$ cat src/rtl/uart_pkg.sv
// Shared UART receiver types: FSM state encoding, parity-mode constants
// and the parity helper used by the receiver's parity check.
package uart_pkg;

  typedef enum logic [2:0] {
    ST_IDLE   = 3'd0,
    ST_START  = 3'd1,
    ST_DATA   = 3'd2,
    ST_PARITY = 3'd3,
    ST_STOP   = 3'd4,
    ST_BREAK  = 3'd5
  } rx_state_t;

  localparam logic PARITY_MODE_EVEN = 1'b0;
  localparam logic PARITY_MODE_ODD  = 1'b1;

  localparam int MAX_DATA_BITS = 9;

  // Expected parity bit; zero-extended payloads give the same result.
  function automatic logic parity_bit(input logic [MAX_DATA_BITS-1:0] data, input logic odd);
    return (^data) ^ odd;
  endfunction

endpackage

$ cat src/rtl/uart_tick_gen.sv
// Sample-tick divider: one tick every CLKS_PER_TICK clk cycles, with a
// synchronous phase clear so a new frame starts on a fresh tick phase.
module uart_tick_gen #(
  parameter int CLKS_PER_TICK = 4
) (
  input  logic clk,
  input  logic reset,
  input  logic clear,
  output logic tick
);

  localparam int CNT_W = (CLKS_PER_TICK > 1) ? $clog2(CLKS_PER_TICK) : 1;
  localparam logic [CNT_W-1:0] CNT_LAST = CNT_W'(CLKS_PER_TICK - 1);
  localparam logic [CNT_W-1:0] CNT_ONE  = CNT_W'(1);

  logic [CNT_W-1:0] cnt_r;

  // Divider counter, wraps at CLKS_PER_TICK-1.
  always_ff @(posedge clk) begin
    if (reset || clear) begin
      cnt_r <= {CNT_W{1'b0}};
    end else if (cnt_r == CNT_LAST) begin
      cnt_r <= {CNT_W{1'b0}};
    end else begin
      cnt_r <= cnt_r + CNT_ONE;
    end
  end

  assign tick = (cnt_r == CNT_LAST);

endmodule

$ cat src/rtl/uart_rx_param.sv
// Parameterised oversampling UART receiver with a valid/ready output.
// Optional parity check is compiled in with macro UART_RX_PARITY_EN.
module uart_rx_param
  import uart_pkg::*;
#(
  parameter int DATA_BITS     = 8,
  parameter int OVERSAMPLE    = 16,
  parameter int CLKS_PER_TICK = 4,
  parameter int STOP_BITS     = 1,
  parameter int PARITY_ODD    = 0
) (
  input  logic                 clk,
  input  logic                 reset,
  input  logic                 rx,
  output logic [DATA_BITS-1:0] m_data,
  output logic                 m_valid,
  input  logic                 m_ready,
  output logic                 frame_err,
  output logic                 parity_err,
  output logic                 overrun,
  output logic                 busy
);

  localparam int TICK_W = $clog2(OVERSAMPLE);
  localparam logic [TICK_W-1:0] TICK_HALF = TICK_W'(OVERSAMPLE / 2 - 1);
  localparam logic [TICK_W-1:0] TICK_FULL = TICK_W'(OVERSAMPLE - 1);
  localparam logic [TICK_W-1:0] TICK_ONE  = TICK_W'(1);
  localparam logic [3:0] DATA_LAST = 4'(DATA_BITS - 1);
  localparam logic [3:0] STOP_LAST = 4'(STOP_BITS - 1);
  localparam logic PAR_MODE = (PARITY_ODD != 0) ? PARITY_MODE_ODD : PARITY_MODE_EVEN;
`ifdef UART_RX_PARITY_EN
  localparam rx_state_t DATA_EXIT = ST_PARITY;
`else
  localparam rx_state_t DATA_EXIT = ST_STOP;
`endif

  logic                     sync1_r, sync2_r, rx_s;
  rx_state_t                state_r, state_nx_s;
  logic [TICK_W-1:0]        tick_cnt_r, tick_cnt_nx_s, tick_cnt_inc_s;
  logic [3:0]               bit_cnt_r, bit_cnt_nx_s;
  logic [DATA_BITS-1:0]     shift_r, shift_nx_s;
  logic                     par_bad_r, par_bad_nx_s;
  logic [MAX_DATA_BITS-1:0] par_data_s;
  logic                     tick_s, tick_clear_s, half_due_s, bit_due_s;
  logic                     good_frame_s, frame_err_s, parity_err_s;
  logic [DATA_BITS-1:0]     m_data_r;
  logic                     m_valid_r, frame_err_r, parity_err_r, overrun_r, busy_r;

  uart_tick_gen #(.CLKS_PER_TICK(CLKS_PER_TICK)) u_tick_gen (
    .clk   (clk),
    .reset (reset),
    .clear (tick_clear_s),
    .tick  (tick_s)
  );

  // Two-flop synchronizer; resets to the idle line level.
  always_ff @(posedge clk) begin
    if (reset) begin
      sync1_r <= 1'b1;
      sync2_r <= 1'b1;
    end else begin
      sync1_r <= rx;
      sync2_r <= sync1_r;
    end
  end

  assign rx_s           = sync2_r;
  assign half_due_s     = tick_s && (tick_cnt_r == TICK_HALF);
  assign bit_due_s      = tick_s && (tick_cnt_r == TICK_FULL);
  assign tick_cnt_inc_s = tick_s ? (tick_cnt_r + TICK_ONE) : tick_cnt_r;

  // Next-state and datapath update for the receive FSM.
  always_comb begin
    state_nx_s    = state_r;
    tick_cnt_nx_s = tick_cnt_r;
    bit_cnt_nx_s  = bit_cnt_r;
    shift_nx_s    = shift_r;
    par_bad_nx_s  = par_bad_r;
    tick_clear_s  = 1'b0;
    good_frame_s  = 1'b0;
    frame_err_s   = 1'b0;
    parity_err_s  = 1'b0;
    par_data_s    = {MAX_DATA_BITS{1'b0}};
    par_data_s[DATA_BITS-1:0] = shift_r;
    case (state_r)
      ST_IDLE: begin
        if (!rx_s) begin
          state_nx_s    = ST_START;
          tick_cnt_nx_s = {TICK_W{1'b0}};
          bit_cnt_nx_s  = 4'd0;
          par_bad_nx_s  = 1'b0;
          tick_clear_s  = 1'b1;
        end else begin
          state_nx_s = ST_IDLE;
        end
      end
      ST_START: begin
        if (half_due_s) begin
          tick_cnt_nx_s = {TICK_W{1'b0}};
          state_nx_s    = rx_s ? ST_IDLE : ST_DATA;
        end else begin
          tick_cnt_nx_s = tick_cnt_inc_s;
        end
      end
      ST_DATA: begin
        if (bit_due_s) begin
          tick_cnt_nx_s = {TICK_W{1'b0}};
          shift_nx_s    = {rx_s, shift_r[DATA_BITS-1:1]};
          if (bit_cnt_r == DATA_LAST) begin
            bit_cnt_nx_s = 4'd0;
            state_nx_s   = DATA_EXIT;
          end else begin
            bit_cnt_nx_s = bit_cnt_r + 4'd1;
          end
        end else begin
          tick_cnt_nx_s = tick_cnt_inc_s;
        end
      end
      ST_PARITY: begin
        if (bit_due_s) begin
          tick_cnt_nx_s = {TICK_W{1'b0}};
          par_bad_nx_s  = (rx_s != parity_bit(par_data_s, PAR_MODE));
          state_nx_s    = ST_STOP;
        end else begin
          tick_cnt_nx_s = tick_cnt_inc_s;
        end
      end
      ST_STOP: begin
        if (bit_due_s) begin
          tick_cnt_nx_s = {TICK_W{1'b0}};
          if (!rx_s) begin
            frame_err_s = 1'b1;
            state_nx_s  = ST_BREAK;
          end else if (bit_cnt_r == STOP_LAST) begin
            state_nx_s   = ST_IDLE;
            good_frame_s = !par_bad_r;
`ifdef UART_RX_PARITY_EN
            parity_err_s = par_bad_r;
`else
            parity_err_s = 1'b0;
`endif
          end else begin
            bit_cnt_nx_s = bit_cnt_r + 4'd1;
          end
        end else begin
          tick_cnt_nx_s = tick_cnt_inc_s;
        end
      end
      ST_BREAK: begin
        if (rx_s) begin
          state_nx_s = ST_IDLE;
        end else begin
          state_nx_s = ST_BREAK;
        end
      end
      default: begin
        state_nx_s = ST_IDLE;
      end
    endcase
  end

  // FSM and datapath registers.
  always_ff @(posedge clk) begin
    if (reset) begin
      state_r    <= ST_IDLE;
      tick_cnt_r <= {TICK_W{1'b0}};
      bit_cnt_r  <= 4'd0;
      shift_r    <= {DATA_BITS{1'b0}};
      par_bad_r  <= 1'b0;
    end else begin
      state_r    <= state_nx_s;
      tick_cnt_r <= tick_cnt_nx_s;
      bit_cnt_r  <= bit_cnt_nx_s;
      shift_r    <= shift_nx_s;
      par_bad_r  <= par_bad_nx_s;
    end
  end

  // Output holding register and one-cycle status pulses.
  always_ff @(posedge clk) begin
    if (reset) begin
      m_data_r     <= {DATA_BITS{1'b0}};
      m_valid_r    <= 1'b0;
      frame_err_r  <= 1'b0;
      parity_err_r <= 1'b0;
      overrun_r    <= 1'b0;
      busy_r       <= 1'b0;
    end else begin
      frame_err_r  <= frame_err_s;
      parity_err_r <= parity_err_s;
      overrun_r    <= good_frame_s && m_valid_r && !m_ready;
      busy_r       <= (state_nx_s != ST_IDLE);
      // A handshake in the completion cycle frees the slot for the new frame.
      if (good_frame_s && (!m_valid_r || m_ready)) begin
        m_data_r  <= shift_r;
        m_valid_r <= 1'b1;
      end else if (m_valid_r && m_ready) begin
        m_valid_r <= 1'b0;
      end else begin
        m_valid_r <= m_valid_r;
      end
    end
  end

  assign m_data     = m_data_r;
  assign m_valid    = m_valid_r;
  assign frame_err  = frame_err_r;
  assign parity_err = parity_err_r;
  assign overrun    = overrun_r;
  assign busy       = busy_r;

endmodule

$ cat config.mk
export PLATFORM = sky130hd
export DESIGN_NAME = uart_rx_param
export DESIGN_NICKNAME = d
export VERILOG_FILES = /design/src/rtl/uart_pkg.sv /design/src/rtl/uart_tick_gen.sv /design/src/rtl/uart_rx_param.sv
export SDC_FILE = /design/constraint.sdc
export NUM_CORES = 1
export LEC_CHECK = 0
export CORE_ASPECT_RATIO = 1.1
export CORE_MARGIN = 1
export CORE_UTILIZATION = 35
export DETAILED_ROUTE_END_ITERATION = 10
export REMOVE_ABC_BUFFERS = 1
export SYNTH_ARGS = -nofsm -noshare
export SYNTH_HDL_FRONTEND = slang
export SYNTH_SLANG_ARGS = --single-unit
$ cat constraint.sdc
create_clock -name clk -period 5 [get_ports clk]
set_input_delay 1 -clock clk [delete_from_list [all_inputs] [get_ports clk]]
set_output_delay 1 -clock clk [all_outputs]
set_load 0.05 [all_outputs]
Word level (Yosys, flattened, before mapping)
Cells that the tools add are included.
W data, S select, Z words.
- equal/unequal tests: 16
- reductions and logical operators: 26
- $add $sub $neg: 3
- $lt $le $gt $ge: 0
- divide/modulo/power cells: 0
- muxes and demuxes: 33
- bitwise operators: 2
- multiply operators: 0
- shifts and indexed selects: 0
- operator list (cell ; count):
    $mux W4 ; 9
    $mux W3 ; 8
    $pmux W4 S3 ; 2
    $pmux W3 S6 ; 1
    $ne A2 B2 Y1 const B ; 6
    $mux W1 ; 11
    $reduce_bool A3 Y1 ; 3
    $reduce_xor A9 Y1 ; 1
    $add A4 B1 Y4 const B ; 2
    $eq A4 B3 Y1 const B ; 2
    $eq A3 B2 Y1 const B ; 2
    $eq A3 B3 Y1 const B ; 2
    $logic_and A1 B1 Y1 ; 6
    $reduce_and A6 Y1 ; 1
    $reduce_or A3 Y1 ; 2
    $eq A4 B4 Y1 const B ; 1
    $logic_not A4 Y1 ; 1
    $reduce_and A2 Y1 ; 2
    $reduce_bool A2 Y1 ; 2
    $eq A3 B1 Y1 const B ; 1
    $logic_not A1 Y1 ; 3
    $logic_not A3 Y1 ; 1
    $reduce_and A3 Y1 ; 1
    $add A2 B1 Y2 const B ; 1
    other kinds (7) ; 9
- word-level logic and storage cells: 93
- flip-flop bits (word level): 36
- memories: 0
- RAM bits: 0
- memory bits (read-only): 0
- bits in latches: 0

Longest topological paths before layout
- word-level depth: 7
- gate-level depth with buffers: 8
- depth with buffers taken out: 7

Modules after synthesis
From an unflattened synthesis, not the netlist that was laid out.
- cell total of the unflattened synthesis: 193
- area, all modules: 1778.0 um^2
- by module, submodules not included (module ; seq. area each (um^2) ; area an instance (um^2) ; instances ; cells an instance):
    uart_rx_param ; 680.7 ; 1697.9 ; 1 ; 188
    uart_tick_gen ; 40.0 ; 80.1 ; 1 ; 5

Worst setup path before layout
OpenSTA, ideal clock, no wires.
- path kind: input-to-reg
- from: input m_ready
- to: register m_data_r[0], in the netlist m_data[0]
- data required time: 4.872 ns
- setup slack: 3.197 ns
- path buffers: 1
- arrival time: 1.676 ns
- stages: 5
- library setup time: 0.128 ns
- cell sequence: nand2b_1 and4_1 buf_6 mux2i_1 nor2_1
- cells in the longest elaborated chain, start to end: 2
- ends and longest elaborated chain (what ; line ; text):
    start, declared ; uart_rx_param.sv:17 ; input logic m_ready,
    $logic_or A1 B1 Y1 ; uart_rx_param.sv:194 ; if (good_frame_s && (!m_valid_r || m_ready)) begin
    $logic_and A1 B1 Y1 ; uart_rx_param.sv:194 ;
    end signal, assigned ; uart_rx_param.sv:182 ; m_data_r <= {DATA_BITS{1'b0}};
    end signal, assigned ; uart_rx_param.sv:195 ; m_data_r <= shift_r;
    end, declared ; uart_rx_param.sv:46 ; logic [DATA_BITS-1:0] m_data_r;
Every way passes these cells.
A chain may end at the register's enable or synchronous reset.

Final worst setup path
- from: register m_data_r[0], in the netlist m_data[0]
- to: output m_data[0]
- RTL lines (what ; line ; text):
    end, declared ; uart_rx_param.sv:15 ; output logic [DATA_BITS-1:0] m_data,
No word-level cell between the ends.

==> run metrics <==
Yosys warning total=0; Critical Path AT=1430 ps; f_max=411.8 MHz; H-tree Lvls=2; GRT Overall Usage=13.25%; Slew Limit Fails=0; pre-CTS WS=about 2500 ps; Power Density=286.8 nW/µm²; sequential share of the synthesized area=41.29%; ranking of synthesized cells by area=dfxtp_1, mux2i_1, a21oi_1; Diodes inserted=0; PostCTS Resize Cnt=0; Max clock buf depth=2; Max stage delay on crit path=800 ps; Synth Register Bits=36; top-count cell post-synth=dfxtp_1; die width=69.33 µm; WL per Instance=12.04 µm; Layout Skew=8.397 ps; Worst Setup Path Type=reg2out; row count=26; Slew @ Worst Pin=698.6 ps; DR iter-0 viols=88; Inst Count DP=260; Clock transition at path regs=80 ps; Synth Instances=203; Sink Count=36; CP max FO=2; post-synthesis area per instance=8.598 µm²; final core utilization=approximately 43%; # DRC=0; area grow syn2layout=15.13%; Die Y=approximately 76 µm; Final period util=48.57%; Setup violations, final=0; Avg Vias per Cell=5.101; setup TNS=0 ps; max-cap check violation count=0; critical path required time=4000 ps; Synth async-reset ratio=0%; CP top delay family=buffers and inverters; CP Cell Sequence=clkdlybuf4s50_1; drt pass-1 iters=4; setup ws final=2572 ps; Final GP Congestion=0.7119; first-pass GRT wire length=5.692 mm; FILL cells=471; leading area contributor after synthesis=dfxtp_1; Synth Flop Type=dfxtp_1; die area=5274 µm²; Clk Latency, worst-skew pair=290 ps; starting density of the core=37.00%; Pleak=around 0.69 nW; antenna violations before repair=0; clock root cell=clkbuf_8; Core Region=~4700 µm²; DP HPWL=2.083 mm; CTS Buf Count=5; cts hold-fix bufs=0; Max transition margin=53.36%; global-route congestion overflow total=0; layout cells sized above 1=8.962%; Non-Filler Instances=268; Final ANT Viol Nets=0; CP max-delay cell=clkdlybuf4s50_1; WHS=413.6 ps; Commonest cells post-synth=dfxtp_1, nor2_1, a21oi_1, nand2_1, mux2i_1; status=finished clean; # nets final=219; postcts setup bufs=0; Post-synth EDFFs=0; area share of the largest cell type after synthesis=between 40% and 50%; peak supply drop=0.0001535 V; vias post-DR=between 1000 and 1500; Buffers & Inverters on Critical Path=1; CTS tree=yes; vias in the first global route=1262; min Tclk post-route=2428 ps; nature of the critical path endpoint=output port; I/O Pins=17; Hold Fails Final Rpt=0; largest net degree at the start of global routing=34; RSZ-0062 raised after global routing=no; # port buffers=15; CP startpoint kind=flip-flop; Distinct cells, synth=44; routed wire length=3.226 mm; worst hold path class=reg2reg; Cell Area, Synth=1745 µm²
==> cell type report <==
class	instances	area, µm²	area share (%)
clock inverter	3	42.54	2.117
sequential	36	720.7	35.87
multi-input combinational	149	938.4	46.70
clock buffer	5	68.82	3.425
timing repair buffer	16	157.7	7.846
tap	56	70.07	3.487
inverter	3	11.26	0.5604
==> flip-flops by register name, summed over array words and instances (netlist names) <==
register / count
m_data: 8
shift_r: 8
bit_cnt_r: 4
tick_cnt_r: 4
state_r: 3
u_tick_gen.cnt_r: 2
busy: 1
frame_err: 1
m_valid: 1
overrun: 1
par_bad_r: 1
rx_s: 1
sync1_r: 1
==> report_power, final <==
group | leakage (nW) | total (W) | switching, W | internal, W
logic | 0.340 | 0.0000263 | 0.0000148 | 0.0000114
clock network | 0.0541 | 0.000255 | 0.000107 | 0.000148
registers | 0.291 | 0.000295 | 0.00000482 | 0.000290
total | 0.686 | 0.000576 | 0.000127 | 0.000449
==> final timing paths <==
| kind | to | cells after the start | start | slack [ps] |
|---|---|---|---|---|
| max | m_data[0] | 1 | m_data[0] | 2570 |
| min | rx_s | 1 | sync1_r | 410 |
| max reg2reg | m_data[7] | 7 | bit_cnt_r[0] | 2910 |
| min reg2reg | rx_s | 1 | sync1_r | 410 |
==> cell usage in the layout, fill, tap and decap left out, drive strengths merged, types with 2 or more instances in the layout <==
cell type	synthesis	layout
clkdlybuf4s50	0	15
xor2	2	2
o21ai	6	6
nand2	19	19
mux2i	12	12
nand2b	5	5
and4	2	2
nor2	21	21
a21bo	2	2
inv	3	3
nor3	7	7
nor3b	2	2
nor2b	3	3
ha	4	4
dfxtp	36	36
a21oi	21	21
nand3	6	6
and3	2	2
or3b	2	2
nand4	3	3
xnor2	9	9
nor4	4	4
or2	2	2
clkbuf	9	5
==> through the flow <==
| stage | total power, W | cell area [µm²] |
|---|---|---|
| after CTS | 0.0005853 | 2009 |
| after global routing | 0.0006005 | 2009 |
| after global placement | 0.0003278 | 1898 |
| after floorplan | 0.0003171 | 1670 |
| after detailed placement | 0.0003282 | 1898 |
| final | 0.0005762 | 2009 |
==> per-layer routing <==
layer  wire [µm]  track usage (%)  vias to the layer above
met3         113            3.968                        5
li1            -                -                      712
met5           0                0                        -
met2        1498            21.46                       20
met1        1568            16.26                      630
met4          46            5.510                        0
==> kinds of logic (layout without fill, tap and decap cells) <==
group | after synthesis | count (layout) | share of synthesized area (%)
AO/OA/AOI/OAI | 36 | 36 | 12.19
XOR/XNOR | 11 | 11 | 5.520
adder cells (fa/ha/maj) | 4 | 4 | 2.867
buffers and inverters | 18 | 27 | 4.946
flip-flops | 36 | 36 | 41.29
multiplexers | 12 | 12 | 6.882
other | 1 | 1 | 0.2148
AND/OR/NAND/NOR | 85 | 85 | 26.09
No activity file was read; power rests on OpenSTA's default activity.
